===== config.mk =====
export PLATFORM = sky130hd
export DESIGN_NAME = pipe_collision
export DESIGN_NICKNAME = d
export VERILOG_FILES = /design/src/rtl/flappy_pkg.sv /design/src/rtl/pipe_lane.sv /design/src/rtl/pipe_collision.sv
export SDC_FILE = /design/constraint.sdc
export NUM_CORES = 1
export LEC_CHECK = 0
export CAP_MARGIN = 20
export CORE_MARGIN = 2
export CORE_UTILIZATION = 50
export DETAILED_ROUTE_END_ITERATION = 10
export PLACE_DENSITY_LB_ADDON = 0.05
export SETUP_SLACK_MARGIN = 0.2
export SLEW_MARGIN = 30
export SYNTH_ARGS = -nofsm -noshare
export SYNTH_HDL_FRONTEND = slang
export SYNTH_SLANG_ARGS = --single-unit

===== constraint.sdc =====
create_clock -name Clk -period 3.35 [get_ports Clk]
set_clock_uncertainty 0.2 [all_clocks]
set_input_delay 0.335 -clock Clk [delete_from_list [all_inputs] [get_ports Clk]]
set_output_delay 0.335 -clock Clk [all_outputs]
set_load 0.1 [all_outputs]

===== src/rtl/flappy_pkg.sv =====
// Shared constants and state encodings for the Flappy VGA game blocks.
package flappy_pkg;

  localparam int SCR_W   = 640;
  localparam int SCR_H   = 480;
  localparam int X0      = 640;
  localparam int X1      = 960;
  localparam int GAP0    = 180;
  localparam int GAP_MIN = 60;

  // One-hot so the renderer and flight_physics can use the state bits directly.
  typedef enum logic [2:0] {
    QIdle = 3'b001,
    QRun  = 3'b010,
    QHit  = 3'b100
  } state_t;

endpackage


===== src/rtl/pipe_lane.sv =====
// One scrolling pipe: position and gap registers, wrap/reload, bird overlap test
// and the strobe that fires when the pipe's right edge lines up with the bird.
module pipe_lane
  import flappy_pkg::*;
#(
  parameter int X_INIT = X0,
  parameter int PIPE_W = 40,
  parameter int GAP_H  = 120
) (
  input  logic       Clk,
  input  logic       reset,
  input  logic       clear,
  input  logic       tick,
  input  logic [7:0] lfsr,
  input  logic [9:0] bird_x_l,
  input  logic [9:0] bird_x_r,
  input  logic [9:0] bird_y_t,
  input  logic [9:0] bird_y_b,
  output logic [9:0] pipe_x,
  output logic [9:0] gap_t,
  output logic       overlap,
  output logic       pass
);

  logic [10:0] right_edge;
  logic [10:0] gap_b;

  // 11-bit sums so a pipe near X=1023 or a deep gap never wraps.
  assign right_edge = {1'b0, pipe_x} + 11'(PIPE_W);
  assign gap_b      = {1'b0, gap_t} + 11'(GAP_H);

  assign overlap = (bird_x_r > pipe_x) && ({1'b0, bird_x_l} < right_edge) &&
                   ((bird_y_t < gap_t) || ({1'b0, bird_y_b} > gap_b));
  assign pass    = (right_edge == {1'b0, bird_x_l});

  always_ff @(posedge Clk or posedge reset) begin
    if (reset) begin
      pipe_x <= 10'(X_INIT);
      gap_t  <= 10'(GAP0);
    end else if (clear) begin
      pipe_x <= 10'(X_INIT);
      gap_t  <= 10'(GAP0);
    end else if (tick) begin
      if (pipe_x == 10'd0) begin
        pipe_x <= 10'(SCR_W);
        gap_t  <= 10'(GAP_MIN) + {2'b00, lfsr};
      end else begin
        pipe_x <= pipe_x - 10'd1;
      end
    end
  end

endmodule


===== src/rtl/pipe_collision.sv =====
// Obstacle and referee engine: scrolls two pipes, detects bird hits against
// pipes and ground, raises Stop, and keeps the pipes-cleared score.
module pipe_collision
  import flappy_pkg::*;
#(
  parameter int PIPE_W     = 40,
  parameter int GAP_H      = 120,
  parameter int SCROLL_DIV = 500000,
  parameter int DIV_W      = 20
) (
  input  logic       Clk,
  input  logic       reset,
  input  logic       Start,
  input  logic       Ack,
  input  logic [9:0] Bird_X_L,
  input  logic [9:0] Bird_X_R,
  input  logic [9:0] Bird_Y_T,
  input  logic [9:0] Bird_Y_B,
  output logic       Stop,
  output logic [9:0] Pipe0_X,
  output logic [9:0] Pipe1_X,
  output logic [9:0] Pipe0_GapT,
  output logic [9:0] Pipe1_GapT,
  output logic [7:0] Score,
  output logic       q_Idle,
  output logic       q_Run,
  output logic       q_Hit
);

  state_t           state, state_next;
  logic [DIV_W-1:0] div_cnt;
  logic [7:0]       lfsr;
  logic             ov0, ov1, pass0, pass1;
  logic             ground, hit, div_end, tick, clear;

  assign ground  = ({1'b0, Bird_Y_B} >= 11'(SCR_H));
  assign hit     = (state == QRun) && (ov0 || ov1 || ground);
  assign div_end = (div_cnt == DIV_W'(SCROLL_DIV - 1));
  // A hit cycle suppresses scrolling, wrapping and scoring.
  assign tick    = (state == QRun) && !hit && div_end;

  always_comb begin
    state_next = QIdle;
    case (state)
      QIdle:   state_next = Start ? QRun : QIdle;
      QRun:    state_next = hit ? QHit : QRun;
      QHit:    state_next = Ack ? QIdle : QHit;
      default: state_next = QIdle;
    endcase
  end

  // Pipes and divider sit at reset values whenever we are (or are going) idle.
  assign clear = (state_next == QIdle);

  always_ff @(posedge Clk or posedge reset) begin
    if (reset) state <= QIdle;
    else       state <= state_next;
  end

  always_ff @(posedge Clk or posedge reset) begin
    if (reset)                       div_cnt <= '0;
    else if (clear)                  div_cnt <= '0;
    else if (state == QRun && !hit)  div_cnt <= div_end ? '0 : div_cnt + 1'b1;
  end

  always_ff @(posedge Clk or posedge reset) begin
    if (reset) lfsr <= 8'hA5;
    else       lfsr <= {lfsr[6:0], lfsr[7] ^ lfsr[5] ^ lfsr[4] ^ lfsr[3]};
  end

  always_ff @(posedge Clk or posedge reset) begin
    if (reset)                                         Score <= 8'd0;
    else if (state == QIdle && Start)                  Score <= 8'd0;
    else if (tick && (pass0 || pass1) && Score != 8'hFF) Score <= Score + 8'd1;
  end

  pipe_lane #(.X_INIT(X0), .PIPE_W(PIPE_W), .GAP_H(GAP_H)) u_lane0 (
    .Clk(Clk), .reset(reset), .clear(clear), .tick(tick), .lfsr(lfsr),
    .bird_x_l(Bird_X_L), .bird_x_r(Bird_X_R), .bird_y_t(Bird_Y_T), .bird_y_b(Bird_Y_B),
    .pipe_x(Pipe0_X), .gap_t(Pipe0_GapT), .overlap(ov0), .pass(pass0)
  );

  pipe_lane #(.X_INIT(X1), .PIPE_W(PIPE_W), .GAP_H(GAP_H)) u_lane1 (
    .Clk(Clk), .reset(reset), .clear(clear), .tick(tick), .lfsr(lfsr),
    .bird_x_l(Bird_X_L), .bird_x_r(Bird_X_R), .bird_y_t(Bird_Y_T), .bird_y_b(Bird_Y_B),
    .pipe_x(Pipe1_X), .gap_t(Pipe1_GapT), .overlap(ov1), .pass(pass1)
  );

  assign q_Idle = state[0];
  assign q_Run  = state[1];
  assign q_Hit  = state[2];
  assign Stop   = q_Hit;

endmodule

=== Word level (Yosys, flattened, before mapping) ===
Index checks and enable logic that the tools add are counted.

* Add/subtract/negate cells: 9
* $lt $le $gt $ge: 9
* Eq/ne operators: 8
* Multiplexer cells: 21
* Bitwise operators: 3
* Reduce and logical (&&, ||, !) cells: 25

{| class="wikitable"
|+ Operator list
! cell !! count
|-
| 10-bit 2-to-1 mux || 12
|-
| 20-bit 2-to-1 mux || 3
|-
| 10-bit by 6-bit adder with 11-bit output, second input constant || 2
|-
| 10-bit by 7-bit adder with 11-bit output, second input constant || 2
|-
| 11-bit by 10-bit == test with 1-bit output || 2
|-
| 10-bit by 11-bit > comparator with 1-bit output || 2
|-
| 10-bit by 11-bit less-than comparator with 1-bit output || 2
|-
| 20-bit by 1-bit adder with 20-bit output, second input constant || 1
|-
| 20-bit by 19-bit == test with 1-bit output, second input constant || 1
|-
| 10-bit > comparator || 2
|-
| 10-bit logical NOT || 2
|-
| 10-bit less-than comparator || 2
|-
| 10-bit by 1-bit subtractor with 10-bit output, second input constant || 2
|-
| 8-bit 2-to-1 mux || 2
|-
| 10-bit by 9-bit >= comparator with 1-bit output, second input constant || 1
|-
| 1-bit logical AND || 10
|-
| 2-bit nonzero test || 5
|-
| 6-bit by 8-bit adder with 9-bit output, first input constant || 1
|-
| 3-bit case mux with 3 select lines || 1
|-
| 8-bit by 1-bit adder with 8-bit output, second input constant || 1
|-
| 8-bit != test, second input constant || 1
|-
| 3-bit by 1-bit == test with 1-bit output, second input constant || 2
|-
| 3-bit 2-to-1 mux || 2
|-
| 1-bit logical OR || 5
|-
| 6 further kinds || 9
|}

* Register bits: 79
* Input bits: 44
* Word-level logic and storage cells: 83

=== Logic depth before layout (Yosys ltp) ===
* Depth in word-level cells: 14
* Depth in mapped cells: 16
* Depth with buffers taken out: 13

=== By module ===
A second synthesis with hierarchy kept.

* Cell total of the unflattened synthesis: 688
* Area, all modules: 6170.9 um2

{| class="wikitable"
|+ By module, submodules not included
! module !! times used !! cells an instance !! area an instance (um2) !! seq. area each (um2)
|-
| pipe_lane (u_lane1) || 1 || 242 || 2082.0 || 485.5
|-
| pipe_lane (u_lane0) || 1 || 242 || 2079.5 || 483.0
|-
| pipe_collision || 1 || 204 || 2009.4 || 982.2
|}

=== Worst setup path before layout ===
Ideal clock, no wire load.

* Kind: flip-flop to flip-flop
* From: register u_lane0.pipe_x[6]
* To: register div_cnt[19]
* Library setup time: 0.078 ns
* Arrival time: 3.924 ns
* Required time: 3.072 ns
* Slack: -0.852 ns
* Cell stages (with the launch flop): 15
* Path buffers: 2
* Cells stage by stage: dfrtp_1 buf_2 inv_1 nor3_1 o21ai_0 xnor2_1 ha_1 nand3_1 a31oi_1 o21ai_0 o211a_1 or4_4 buf_6 or4_1 a21oi_1

* Word-level cells in the longest chain between the ends: 11
* Elaborated cells between the ends (all ways): 15

{| class="wikitable"
|+ RTL lines
! item !! RTL line !! RTL
|-
| start, declared || pipe_lane.sv:19 || <nowiki>output logic [9:0] pipe_x,</nowiki>
|-
| start signal, assigned || pipe_lane.sv:38 || <nowiki>pipe_x <= 10'(X_INIT);</nowiki>
|-
| start signal, assigned || pipe_lane.sv:41 || <nowiki>pipe_x <= 10'(X_INIT);</nowiki>
|-
| start signal, assigned || pipe_lane.sv:45 || <nowiki>pipe_x <= 10'(SCR_W);</nowiki>
|-
| 10-bit by 6-bit adder with 11-bit output || pipe_lane.sv:29 || <nowiki>assign right_edge = {1'b0, pipe_x} + 11'(PIPE_W);</nowiki>
|-
| 10-bit by 11-bit less-than comparator with 1-bit output || pipe_lane.sv:32 || <nowiki>assign overlap = (bird_x_r > pipe_x) && ({1'b0, bird_x_l} < right_edge) &&</nowiki>
|-
| 1-bit logical AND * (2 in series) || pipe_lane.sv:32 ||
|-
| 1-bit logical OR * (2 in series) || pipe_collision.sv:37 || <nowiki>assign hit = (state == QRun) && (ov0 || ov1 || ground);</nowiki>
|-
| 1-bit logical AND * || pipe_collision.sv:37 ||
|-
| 3-bit 2-to-1 mux || pipe_collision.sv:46 || <nowiki>QRun: state_next = hit ? QHit : QRun;</nowiki>
|-
| 3-bit case mux with 3 select lines || pipe_collision.sv:44 || <nowiki>case (state)</nowiki>
|-
| 3-bit by 1-bit == test with 1-bit output || pipe_collision.sv:53 || <nowiki>assign clear = (state_next == QIdle);</nowiki>
|-
| 20-bit 2-to-1 mux or 2-bit nonzero test (tied branches) || - ||
|-
| end signal, assigned || pipe_collision.sv:63 || <nowiki>else if (state == QRun && !hit) div_cnt <= div_end ? '0 : div_cnt + 1'b1;</nowiki>
|-
| end, declared || pipe_collision.sv:31 || <nowiki>logic [DIV_W-1:0] div_cnt;</nowiki>
|}

Every way passes the cells marked *; elsewhere a longest branch is shown, timed or not.
A chain may end at the register's enable or synchronous reset.

=== Worst setup path in the final report ===
* From: register u_lane0.gap_t[7]
* To: register div_cnt[19]

* Word-level cells in the longest chain between the ends: 11
* Elaborated cells between the ends (all ways): 15

{| class="wikitable"
|+ RTL lines
! item !! RTL line !! RTL
|-
| start, declared || pipe_lane.sv:20 || <nowiki>output logic [9:0] gap_t,</nowiki>
|-
| start signal, assigned || pipe_lane.sv:39 || <nowiki>gap_t <= 10'(GAP0);</nowiki>
|-
| start signal, assigned || pipe_lane.sv:42 || <nowiki>gap_t <= 10'(GAP0);</nowiki>
|-
| start signal, assigned || pipe_lane.sv:46 || <nowiki>gap_t <= 10'(GAP_MIN) + {2'b00, lfsr};</nowiki>
|-
| 10-bit by 7-bit adder with 11-bit output || pipe_lane.sv:30 || <nowiki>assign gap_b = {1'b0, gap_t} + 11'(GAP_H);</nowiki>
|-
| 10-bit by 11-bit > comparator with 1-bit output || pipe_lane.sv:33 || <nowiki>((bird_y_t < gap_t) || ({1'b0, bird_y_b} > gap_b));</nowiki>
|-
| 1-bit logical OR * || pipe_lane.sv:33 ||
|-
| 1-bit logical AND * || pipe_lane.sv:32 ||
|-
| 1-bit logical OR * (2 in series) || pipe_collision.sv:37 ||
|-
| 1-bit logical AND * || pipe_collision.sv:37 ||
|-
| 3-bit 2-to-1 mux || pipe_collision.sv:46 ||
|-
| 3-bit case mux with 3 select lines || pipe_collision.sv:44 ||
|-
| 3-bit by 1-bit == test with 1-bit output || pipe_collision.sv:53 ||
|-
| 20-bit 2-to-1 mux or 2-bit nonzero test (tied branches) || - ||
|}

Marks and branches as above.

==> flow_metrics.env <==
export IMPL_io_buffers=93
export IMPL_finalNonFillerCells=1046
export IMPL_top_layer_used="met4"
export IMPL_wl_met3_um=1160
export IMPL_synth_mux_area_frac=0.0362
export IMPL_drc=0
export IMPL_grt_pass1_wl_um=31200
export IMPL_timing_final_ws_setup_ns=-0.208
export IMPL_dpl_cell_area_mm2=0.00793
export IMPL_netlist_area_mm2=0.00609
export IMPL_grt_pass1_vias=6105
export IMPL_worstSetupStartpointType="register"
export IMPL_synth_top_family_by_area="simple AND/OR/NAND/NOR gates"
export IMPL_yosys_area_share_xor_xnor=0.0460
export IMPL_numCtsBuffers=9
export IMPL_hp_class="in2async"
export IMPL_final_cell_mix="116 x buf_4, 84 x ha_1, 56 x clkdlybuf4s50_1"
export IMPL_die_y_um=114
export IMPL_place_congestion=0.916
export IMPL_crit_required_ns=3.43
export IMPL_powerDensity_mw_per_mm2=311
export IMPL_r2r_end="div_cnt[19]"
export IMPL_synth_adder_area_share=0.179
export IMPL_die_w_um=114
export IMPL_slew_viol_final=0
export IMPL_clock_sinks=77
export IMPL_combPwrFrac=0.299
export IMPL_drv_cap=0
export IMPL_slew_headroom=0.344
export IMPL_pwr_share_seq=0.344
export IMPL_synth_main_ff_cell="dfrtp_1"
export IMPL_worstSetupEndpointType="register"
export IMPL_multi_input_area_mm2=0.00451
export IMPL_synth_seq_cells=77
export IMPL_peakVddDrop_uv=843
export IMPL_r2r_setup_slack_ns=-0.21
export IMPL_start_util=0.509
export IMPL_dpl_hpwl_um=14200
export IMPL_clkLatencyLatePin_ns=0.35
export IMPL_worstSetupStartpoint="u_lane0.gap_t[7]"
export IMPL_track_usage=0.304
export IMPL_wl_um=19600
export IMPL_antenna_found_initial=0
export IMPL_postLayoutCellArea_mm2=0.00912
export IMPL_wl_per_cell_um=18.7
export IMPL_grt_start_max_net_pins=62
export IMPL_h_tree_depth=3
export IMPL_wl_met1_um=8520
export IMPL_rows=40
export IMPL_syn_inst=694
export IMPL_worst_setup_path_type="reg2reg"
export IMPL_n_fill_cell=821
export IMPL_path_max_fanout=5
export IMPL_power_internal_mw=1.83
export IMPL_p_leak_nw=3.99
export IMPL_worstRegToRegCells=11
export IMPL_synth_cell_types=62
export IMPL_dieArea_mm2=0.0131
export IMPL_gr_total_overflow=0
export IMPL_total_power_mw=2.83
export IMPL_num_nets_final=1025
export IMPL_hold_buffers=0
export IMPL_drt_pass1_iterations=5
export IMPL_cts_buffer_depth=2
export IMPL_seq_area_mm2=0.00201
export IMPL_area_growth_pct=49.7
export IMPL_drt_initial_drc_count=408
export IMPL_ant_nets=0
export IMPL_synth_edf_count=0
export IMPL_yosysWarningCount=0
export IMPL_layout_commonest_cell="buf_4"
export IMPL_arrival_ns=3.63
export IMPL_dr_wl_met2_um=9570
export IMPL_synthSimpleGateAreaFrac=0.195
export IMPL_rsz0062_at_grt="yes"
export IMPL_tightest_slew_ns=0.981
export IMPL_p_sw_mw=1.01
export IMPL_cts_tree="done"
export IMPL_vias=6243
export IMPL_num_io_pins=96
export IMPL_r2r_start="u_lane0.gap_t[7]"
export IMPL_vias_per_cell=5.97
export IMPL_violations="setup timing"
export IMPL_dp_cells=995
export IMPL_coreArea_mm2=0.0120
export IMPL_hold_viol=0
export IMPL_period_needed_ns=3.56
export IMPL_synth_seq_area_share=0.320
export IMPL_synth_async_reset_ratio=1.00
export IMPL_clkPwrFrac=0.357
export IMPL_path_clk_slew_ns=0.06
export IMPL_swShare=0.356
export IMPL_avgSynthCellArea_um2=8.77
export IMPL_finalSetupViolCount=53
export IMPL_finalCritPeriodShare=1.06
export IMPL_fmax_mhz=281
export IMPL_drive_gt1_frac=0.363
export IMPL_outcome="finished, violations left"
export IMPL_diodes=0
export IMPL_root_buffer="clkbuf_16"
export IMPL_synth_compound_area_frac=0.168
## cells in the mapped netlist, types with 10 or more instances
cell type	count	share of area
nand3_1	35	0.029
mux2i_1	22	0.036
xor2_1	12	0.017
clkbuf_1	12	0.0074
nor3_1	20	0.016
nand2_1	49	0.030
nor2_1	46	0.028
ha_1	87	0.18
a31oi_1	10	0.010
xnor2_1	20	0.029
or3_1	10	0.010
dfrtp_1	58	0.24
a211oi_1	11	0.014
and3_1	14	0.014
a21oi_1	38	0.031
o21ai_0	46	0.038
nand4_1	21	0.022
inv_1	58	0.036
dfstp_2	19	0.082
## layer usage
layer  GRT usage  vias up
met4      0.0967        0
li1            -     2962
met2       0.497      218
met1       0.417     3032
met5           0        -
met3      0.0471       31
## kinds of logic (layout without fill, tap and decap cells)
| logic type | count (synthesis) | after routing |
|---|---|---|
| AOI/OAI and AO/OA | 162 | 162 |
| xor gates and xnor gates | 32 | 32 |
| adders and majority gates | 87 | 87 |
| buffers and inverters | 82 | 284 |
| DFF | 77 | 77 |
| muxes | 22 | 22 |
| other | 1 | 2 |
| and+or+nand+nor | 231 | 233 |
## per-stage QoR
step	utilization	setup TNS (ns)	setup WS (ns)	hold slack, ns
2_1_floorplan	-	-8.22	-0.308	0.174
3_3_place_gp	0.663	-4.00	-0.175	0.222
3_5_place_dp	0.663	-9.37	-0.294	0.212
4_1_cts	0.738	-2.75	-0.174	0.0869
5_1_grt	0.762	-10.90	-0.306	0.124
6_report	0.762	-3.58	-0.208	0.0826
## worst max-delay path, stage by stage, from the launching register on
cell and delay [ns]:
dfstp_4 0.61, inv_1 0.08, a21o_1 0.20, xnor2_2 0.16, ha_1 0.33, a21o_1 0.18
a211oi_2 0.17, a31oi_1 0.13, o211a_1 0.30, or4_4 0.57, or4_4 0.43, a21oi_2 0.12
## state kept, by name, summed over array words and instances, names as in the netlist
name,cells
div_cnt,20
lfsr,8
Score,8
u_lane1.pipe_x,10
u_lane1.gap_t,9
state,3
u_lane0.gap_t,9
u_lane0.pipe_x,10
## layout make-up
cell class	instances	share of cell area
repair buffers	210	0.207
flip-flops and latches	77	0.220
well taps	147	0.0202
inverters	58	0.0247
multi-input cells	538	0.494
clock inverters	6	0.00755
clock buffers	10	0.0262
## repair_timing
action / CTS / global route
cloned: 3 / 0
resized for setup: 87 / 53
setup buffers: 26 / 6
pin swaps: 51 / 34
endpoints found under the setup margin: 68 / 68
## power groups by stage
stage / logic (mW) / registers, mW / clock network, mW
2_1_floorplan: 0.381 / 1.08 / 0
3_3_place_gp: 0.721 / 0.989 / 0
3_5_place_dp: 0.735 / 0.989 / 0
4_1_cts: 0.794 / 0.973 / 1.03
5_1_grt: 0.898 / 0.978 / 1.07
6_report: 0.847 / 0.975 / 1.01
## worst max path at each step
stage,cells after the start,slack (ns),to
2_1_floorplan,14,-0.31,div_cnt[19]
5_1_grt,11,-0.31,div_cnt[19]
3_5_place_dp,11,-0.29,Score[4]
6_report,11,-0.21,div_cnt[19]
4_1_cts,11,-0.17,div_cnt[19]
3_3_place_gp,10,-0.18,div_cnt[19]
Power figures use the tool's default switching activity.
